[src/rtl/serial_tx_shifter.sv]
// -----------------------------------------------------------------------------
// serial_tx_shifter
//   Loads a parallel word through a valid/ready handshake and shifts it out
//   as one bit per clock. The bit order is set by MSB_FIRST. The first bit
//   appears one cycle after the word is accepted. A new word can be accepted
//   during the final bit cycle, so consecutive frames run with no idle gap.
//
//   Optional feature: define SER_TX_PARITY_EN to add one even-parity bit
//   (the XOR of all data bits) after the data bits. That bit is sent in
//   state PARITY, so each frame is WIDTH+1 bits long.
//
// Parameters
//   WIDTH      parallel word width, 2..32
//   MSB_FIRST  1: send bit WIDTH-1 first, 0: send bit 0 first
//
// Ports
//   clk        rising-edge clock
//   reset_n    asynchronous active-low reset
//   din        word to serialize
//   din_valid  din is offered for transfer
//   din_ready  word accepted at this edge if din_valid is also high
//   out        serial data/parity bit
//   out_valid  out carries a real bit this cycle
//   last       out is the final bit of the frame
//   busy       a frame is in progress (state != IDLE)
//   state_dbg  current FSM state encoding, for observation only
//
// Handshake: a transfer happens on a rising edge where din_valid and
//   din_ready are both high. din_ready is combinational. It is high in IDLE
//   and during the final bit cycle of a frame. An offered word that is not
//   ready stays held by the upstream until the transfer happens.
// -----------------------------------------------------------------------------
module serial_tx_shifter #(
  parameter int WIDTH     = 8,
  parameter bit MSB_FIRST = 1'b1
) (
  input  logic             clk,
  input  logic             reset_n,
  input  logic [WIDTH-1:0] din,
  input  logic             din_valid,
  output logic             din_ready,
  output logic             out,
  output logic             out_valid,
  output logic             last,
  output logic             busy,
  output logic [1:0]       state_dbg
);

  localparam int CW = $clog2(WIDTH + 1);

  typedef enum logic [1:0] {
`ifdef SER_TX_PARITY_EN
    PARITY = 2'd2,
`endif
    IDLE   = 2'd0,
    SHIFT  = 2'd1
  } state_t;

  state_t           state;
  logic [WIDTH-1:0] sreg;
  logic [CW-1:0]    cnt;   // index of the data bit currently on out
`ifdef SER_TX_PARITY_EN
  logic             par;
`endif

  logic take;

  // Bit that leaves the register next.
  function automatic logic head(input logic [WIDTH-1:0] v);
    return MSB_FIRST ? v[WIDTH-1] : v[0];
  endfunction

  // Register contents after the head bit has been removed.
  function automatic logic [WIDTH-1:0] advance(input logic [WIDTH-1:0] v);
    return MSB_FIRST ? {v[WIDTH-2:0], 1'b0} : {1'b0, v[WIDTH-1:1]};
  endfunction

  assign din_ready = (state == IDLE) || last;
  assign take      = din_valid && din_ready;
  assign busy      = (state != IDLE);
  assign state_dbg = state;

  always_ff @(posedge clk or negedge reset_n) begin
    if (!reset_n) begin
      state     <= IDLE;
      sreg      <= '0;
      cnt       <= '0;
      out       <= 1'b0;
      out_valid <= 1'b0;
      last      <= 1'b0;
`ifdef SER_TX_PARITY_EN
      par       <= 1'b0;
`endif
    end else if (take) begin
      // The first bit goes straight into out. sreg keeps the remaining bits.
      state     <= SHIFT;
      sreg      <= advance(din);
      cnt       <= '0;
      out       <= head(din);
      out_valid <= 1'b1;
      last      <= 1'b0;
`ifdef SER_TX_PARITY_EN
      par       <= ^din;
`endif
    end else begin
      case (state)
        SHIFT: begin
          if (cnt == CW'(WIDTH - 1)) begin
`ifdef SER_TX_PARITY_EN
            state <= PARITY;
            out   <= par;
            last  <= 1'b1;
`else
            state     <= IDLE;
            sreg      <= '0;
            cnt       <= '0;
            out       <= 1'b0;
            out_valid <= 1'b0;
            last      <= 1'b0;
`endif
          end else begin
            cnt  <= cnt + 1'b1;
            out  <= head(sreg);
            sreg <= advance(sreg);
`ifdef SER_TX_PARITY_EN
            last <= 1'b0;
`else
            last <= (cnt == CW'(WIDTH - 2));
`endif
          end
        end
`ifdef SER_TX_PARITY_EN
        PARITY: begin
          state     <= IDLE;
          sreg      <= '0;
          cnt       <= '0;
          out       <= 1'b0;
          out_valid <= 1'b0;
          last      <= 1'b0;
        end
`endif
        default: begin
          state     <= IDLE;
          out       <= 1'b0;
          out_valid <= 1'b0;
          last      <= 1'b0;
        end
      endcase
    end
  end

endmodule

[config.mk]
export PLATFORM = sky130hd
export DESIGN_NAME = serial_tx_shifter
export DESIGN_NICKNAME = d
export VERILOG_FILES = /design/src/rtl/serial_tx_shifter.sv
export SDC_FILE = /design/constraint.sdc
export NUM_CORES = 1
export LEC_CHECK = 0
export CORE_UTILIZATION = 52
export CTS_BUF_LIST = sky130_fd_sc_hd__clkbuf_2
export DETAILED_ROUTE_END_ITERATION = 8
export PLACE_DENSITY = 0.95
export SYNTH_ARGS = -nofsm -noshare
export SYNTH_HDL_FRONTEND = slang
export SYNTH_SLANG_ARGS = --single-unit
[constraint.sdc]
create_clock -name clk -period 3.86 [get_ports clk]
set_input_delay 0.772 -clock clk [delete_from_list [all_inputs] [get_ports clk]]
set_output_delay 0.772 -clock clk [all_outputs]
set_load 0.01 [all_outputs]
==> results of run 1 <==
==> cells in the mapped netlist, drive strengths merged <==
cell type	number
and2	1
dfrtp	14
a221o	6
and3	1
nor2b	1
or2	1
xor2	1
conb	1
nor3b	6
a22o	3
nand2	1
mux2	1
buf	7
nand3	1
a221oi	1
a211oi	1
xnor2	1
nor2	3
nand2b	1
ha	2
inv	2
==> sequential cells by signal, indices dropped and copies added (netlist names) <==
name / cells
sreg: 7
cnt: 4
last: 1
out: 1
state_dbg: 1
==> cells by family after synthesis <==
logic type / Yosys count / share of synthesized area [%]
mux: 1 / 1.619
simple gates: 16 / 15.29
fa+ha+maj: 2 / 3.597
compound gates: 11 / 16.19
buf+inv: 9 / 9.891
flops: 14 / 50.36
xor+xnor: 2 / 2.518
other cells: 1 / 0.5391
==> worst paths after layout <==
kind                               from         to  cells after the start
setup reg to reg           state_dbg[0]    sreg[7]                      3
setup / recovery           state_dbg[0]  din_ready                      2
hold reg to reg                 sreg[1]    sreg[1]                      1
min in group asynchronous       reset_n    sreg[7]                      1
max in group asynchronous       reset_n     cnt[0]                      1
hold / removal                  sreg[1]    sreg[1]                      1
==> layer usage <==
layer	track usage, %	up-vias	wire (um)
li1	-	224	-
met1	27.44	211	539
met4	9.483	0	9
met3	5.780	2	54
met2	36.25	13	667
met5	0	-	0
==> worst max-delay path: stages (launching register included) <==
cell	delay [ns]
dfrtp_1	0.56
nand2b_1	0.17
clkdlybuf4s50_1	0.55
==> layout make-up <==
type | count | area, um2
Multi-Input combinational cell | 33 | 276.5
Timing Repair Buffer | 16 | 160.2
Clock buffer | 3 | 15.01
Tap cell | 14 | 17.52
Fill cell | 96 | 344.1
Inverter | 2 | 7.507
Sequential cell | 14 | 350.3
==> through the flow <==
stage | hold WS [ns] | instances | instance area (um2) | utilization, % | setup slack, ns
5_1_grt | 0.5333 | 82 | 827.0 | 70.62 | 1.396
4_1_cts | 0.5183 | 82 | 827.0 | 70.62 | 1.526
6_report | 0.5227 | 82 | 827.0 | 70.62 | 1.541
2_1_floorplan | 0.4663 | 56 | 695.7 | - | 2.311
3_5_place_dp | 0.4844 | 79 | 812.0 | 69.34 | 1.473
3_3_place_gp | 0.4863 | 79 | 812.0 | 69.34 | 1.505
==> power by group <==
| group | leakage (nW) | switching (W) | internal, W |
|---|---|---|---|
| clock | 0.0125 | 0.0000419 | 0.0000212 |
| sequential | 0.179 | 0.0000591 | 0.000206 |
| combinational | 0.179 | 0.000106 | 0.000154 |
| total | 0.371 | 0.000207 | 0.000381 |
==> flow_metrics.env, run 1 <==
export IMPL_routed_wl_mm=1.270
export IMPL_yosysUniqueCellTypes=25
export IMPL_r2r_slack_ns=2.23
export IMPL_clock_path_buffers=2
export IMPL_ys_ff_latch=14
export IMPL_pin_count=18
export IMPL_clkSinkCount=14
export IMPL_post_cts_resized=0
export IMPL_most_common_layout_cells="16 x clkdlybuf4s50_1, 14 x dfrtp_1, 6 x nor3b_1"
export IMPL_final_antenna_net_count=0
export IMPL_die_x_um=38.58
export IMPL_post_cts_buffers=0
export IMPL_grt_pass1_wl_mm=2.173
export IMPL_initial_core_util_pct=59.40
export IMPL_clock_latency_ns=0.26
export IMPL_cts_tree="done"
export IMPL_synth_warnings=0
export IMPL_seq_area_frac_synth_pct=50.36
export IMPL_cap_violations=0
export IMPL_synthTopCellsByArea="dfrtp_1 50%, a221o_1 7.2%, nor3b_1 6.5%"
export IMPL_path_clk_slew_ns=0.12
export IMPL_crit_fanout=15
export IMPL_final_common_cell="clkdlybuf4s50_1"
export IMPL_numCtsBuffers=3
export IMPL_viasPerCell=5.488
export IMPL_start_kind="register"
export IMPL_critPathKind="reg -> out"
export IMPL_fmax_mhz=431.2
export IMPL_slew_violations=0
export IMPL_worstMarginPinSlew_ns=0.7121
export IMPL_drc=0
export IMPL_antenna_found_initial=0
export IMPL_status="finished, final reports clean"
export IMPL_finalClockSkew_ns=0.004054
export IMPL_synth_top_area_cell="dfrtp_1"
export IMPL_cp_end_kind="output pin"
export IMPL_grt_usage_pct=22.21
export IMPL_dr_pass1_iters=4
export IMPL_setup_tns_ns=0
export IMPL_power_density_nw_per_um2=710.4
export IMPL_power_w=0.0005875
export IMPL_fin_crit_ns=2.319
export IMPL_core_um2=1171
export IMPL_peakVddDrop_mv=0.3771
export IMPL_rsz0062_at_grt="false"
export IMPL_setup_viol=0
export IMPL_hold_violations=0
export IMPL_htree_levels=1
export IMPL_gp_congestion=0.7283
export IMPL_io_buffers=16
export IMPL_die_area_um2=1488
export IMPL_post_drt_wl_per_cell_um=15.49
export IMPL_synth_top_cell_area_share_pct=50.36
export IMPL_initialDrtViolationCount=9
export IMPL_power_leakage_nw=0.3708
export IMPL_syn_inst=56
export IMPL_overflow=0
export IMPL_grt_max_degree=16
export IMPL_cts_root_buf="clkbuf_2"
export IMPL_slew_limit_headroom_pct=52.52
export IMPL_floorplan_die_height_um=38.58
export IMPL_postCtsHoldBufs=0
export IMPL_synth_area_per_cell_um2=12.42
export IMPL_syn_area_um2=695.7
export IMPL_required_ns=3.09
export IMPL_antennaDiodeCount=0
export IMPL_hpwl_um=969.1
export IMPL_grt_pass1_vias=486
export IMPL_fp_row_count=12
export IMPL_nets=83
export IMPL_area_growth_syn_to_layout_pct=18.88
export IMPL_synth_nets=69
export IMPL_hold_class="reg -> reg"
export IMPL_crit_arrival_ns=1.55
export IMPL_vias=450
export IMPL_period_share_pct=60.07
export IMPL_drive_above_1_share_pct=16.18
Note: power is estimated with default switching activity, not from simulation.
==> run 2, diff against run 1 <==
--- a/config.mk
+++ b/config.mk
@@ -5,10 +5,10 @@
 export SDC_FILE = /design/constraint.sdc
 export NUM_CORES = 1
 export LEC_CHECK = 0
-export CORE_UTILIZATION = 52
+export CORE_UTILIZATION = 44
 export CTS_BUF_LIST = sky130_fd_sc_hd__clkbuf_2
 export DETAILED_ROUTE_END_ITERATION = 8
-export PLACE_DENSITY = 0.95
+export PLACE_DENSITY = 0.87
 export SYNTH_ARGS = -nofsm -noshare
 export SYNTH_HDL_FRONTEND = slang
 export SYNTH_SLANG_ARGS = --single-unit
==> constraint.sdc (replaced) <==
create_clock -name clk -period 2.05 [get_ports clk]
set_input_delay 0.41 -clock clk [delete_from_list [all_inputs] [get_ports clk]]
set_output_delay 0.41 -clock clk [all_outputs]
set_load 0.01 [all_outputs]
==> run 2 against run 1 <==
  * Clock-buffer cell count unchanged
  * Non-clock buffer count up 3
  * Clock skew up 0.0011 ns
  * Clock power up 100%
  * Global-route usage down 4.6 points
  * Utilization down 8.8 points
  * Critical endpoint unchanged
==> flow_metrics.env, run 2 (synthesized netlist as in run 1, its figures left out) <==
export IMPL_drive_above_1_share_pct=19.44
export IMPL_most_common_layout_cells="16 x clkdlybuf4s50_1, 14 x dfrtp_1, 6 x nor3b_1"
export IMPL_start_kind="register"
export IMPL_hold_class="in -> async"
export IMPL_drt_met1_wl_um=545
export IMPL_slew_limit_headroom_pct=59.87
export IMPL_cts_tree="done"
export IMPL_antennaDiodeCount=0
export IMPL_vias=478
export IMPL_slowest_delay_ns=0.54
export IMPL_overflow=0
export IMPL_power_leakage_nw=0.3863
export IMPL_final_common_cell="clkdlybuf4s50_1"
export IMPL_core_um2=1383
export IMPL_drc=0
export IMPL_io_buffers=16
export IMPL_status="finished, final reports clean"
export IMPL_fin_crit_ns=1.766
export IMPL_hold_violations=0
export IMPL_floorplan_die_height_um=41.76
export IMPL_dr_pass1_iters=4
export IMPL_viasPerCell=5.494
export IMPL_htree_levels=1
export IMPL_numCtsBuffers=3
export IMPL_final_antenna_net_count=0
export IMPL_cp_end_kind="output pin"
export IMPL_worstMarginPinSlew_ns=0.6001
export IMPL_postCtsHoldBufs=0
export IMPL_crit_arrival_ns=1.36
export IMPL_design_area_um2=854.6
export IMPL_area_growth_syn_to_layout_pct=22.84
export IMPL_peakVddDrop_mv=0.6964
export IMPL_post_cts_resized=0
export IMPL_critPathKind="reg -> out"
export IMPL_r2r_start="state_dbg[0]"
export IMPL_finalClockSkew_ns=0.005117
export IMPL_pin_count=18
export IMPL_reg_top3="sreg x7, cnt x4"
export IMPL_required_ns=1.64
export IMPL_grt_pass1_wl_mm=2.221
export IMPL_die_area_um2=1744
export IMPL_r2r_slack_ns=0.64
export IMPL_antenna_found_initial=0
export IMPL_regMostFlops="sreg"
export IMPL_post_drt_wl_per_cell_um=15.44
export IMPL_crit_chain="nand2b_1 > clkdlybuf4s50_1"
export IMPL_power_density_nw_per_um2=1357
export IMPL_clock_path_buffers=2
export IMPL_reg2regPathDepth=5
export IMPL_rsz0062_at_grt="false"
export IMPL_r2r_end="sreg[4]"
export IMPL_cap_violations=0
export IMPL_topRoutingLayerUsed="met3"
export IMPL_setup_worst_path_end="din_ready"
export IMPL_hpwl_mm=1.049
export IMPL_route_met2_wl_um=709
export IMPL_slowest_stage="clkdlybuf4s50_1"
export IMPL_post_cts_buffers=0
export IMPL_setup_tns_ns=0
export IMPL_fp_row_count=13
export IMPL_routed_wl_mm=1.343
export IMPL_gp_congestion=0.8080
export IMPL_grt_max_degree=15
export IMPL_die_x_um=41.76
export IMPL_grt_usage_pct=17.64
export IMPL_initial_core_util_pct=50.32
export IMPL_clock_latency_ns=0.28
export IMPL_clkSinkCount=14
export IMPL_largest_reg_flops=7
export IMPL_startpoint="last"
export IMPL_dpl_instance_area_um2=835.8
export IMPL_wl_met3_um=87
export IMPL_crit_fanout=3
export IMPL_cts_root_buf="clkbuf_2"
export IMPL_fmax_mhz=566.2
export IMPL_path_clk_slew_ns=0.13
export IMPL_initialDrtViolationCount=12
export IMPL_period_share_pct=86.16
export IMPL_slew_violations=0
export IMPL_grt_pass1_vias=478
export IMPL_setup_viol=0
export IMPL_nets=86
[run 2: cell count changes in the layout (fill, tap and decap cells not counted)]
cell	previous run	this run
buf_4	0	3
clkinv_1	0	1
[run 2: where the power goes]
part           internal [W]  switching (W)
Combinational      0.000318       0.000235
Sequential         0.000388      0.0000897
Clock             0.0000424      0.0000863
[run 2: final cells by class]
type	instances	area, um2
Sequential cell	14	350.3
Clock inverter	1	3.754
Inverter	2	7.507
Clock buffer	3	15.01
Multi-Input combinational cell	33	276.5
Timing Repair Buffer	19	182.7
Fill cell	116	528.0
Tap cell	15	18.77
[run 2: per-layer routing]
layer | track usage [%] | vias up
met2 | 30.31 | 19
met1 | 20.06 | 228
li1 | - | 231
met4 | 3.871 | 0
met3 | 7.826 | 0
met5 | 0 | -
[run 2: worst min-delay path by stage]
stage          startpoint            to  depth (start not counted)
2_1_floorplan     reset_n        cnt[0]                          0
3_3_place_gp      sreg[1]       sreg[1]                          1
3_5_place_dp      sreg[1]       sreg[1]                          1
4_1_cts           reset_n  state_dbg[0]                          1
5_1_grt           reset_n          last                          1
6_report          reset_n          last                          1
[run 2: per-stage QoR]
stage | hold slack (ns) | total power, W | std cells | setup WS, ns | util, %
4_1_cts | 0.5076 | 0.001174 | 87 | 0.2695 | 61.81
3_3_place_gp | 0.4923 | 0.001011 | 83 | 0.4129 | 60.45
3_5_place_dp | 0.4894 | 0.001040 | 83 | 0.3507 | 60.45
2_1_floorplan | 0.1144 | 0.0008699 | 56 | 0.7289 | -
6_report | 0.4933 | 0.001159 | 87 | 0.2838 | 61.81
5_1_grt | 0.5361 | 0.001242 | 87 | 0.2105 | 61.81
[run 2: critical path, delay by kind of cell, from the launching register on]
kind	cells	cell delay [ns]
and+or+nand+nor	1	0.14
DFF	1	0.41
buffers and inverters	1	0.54
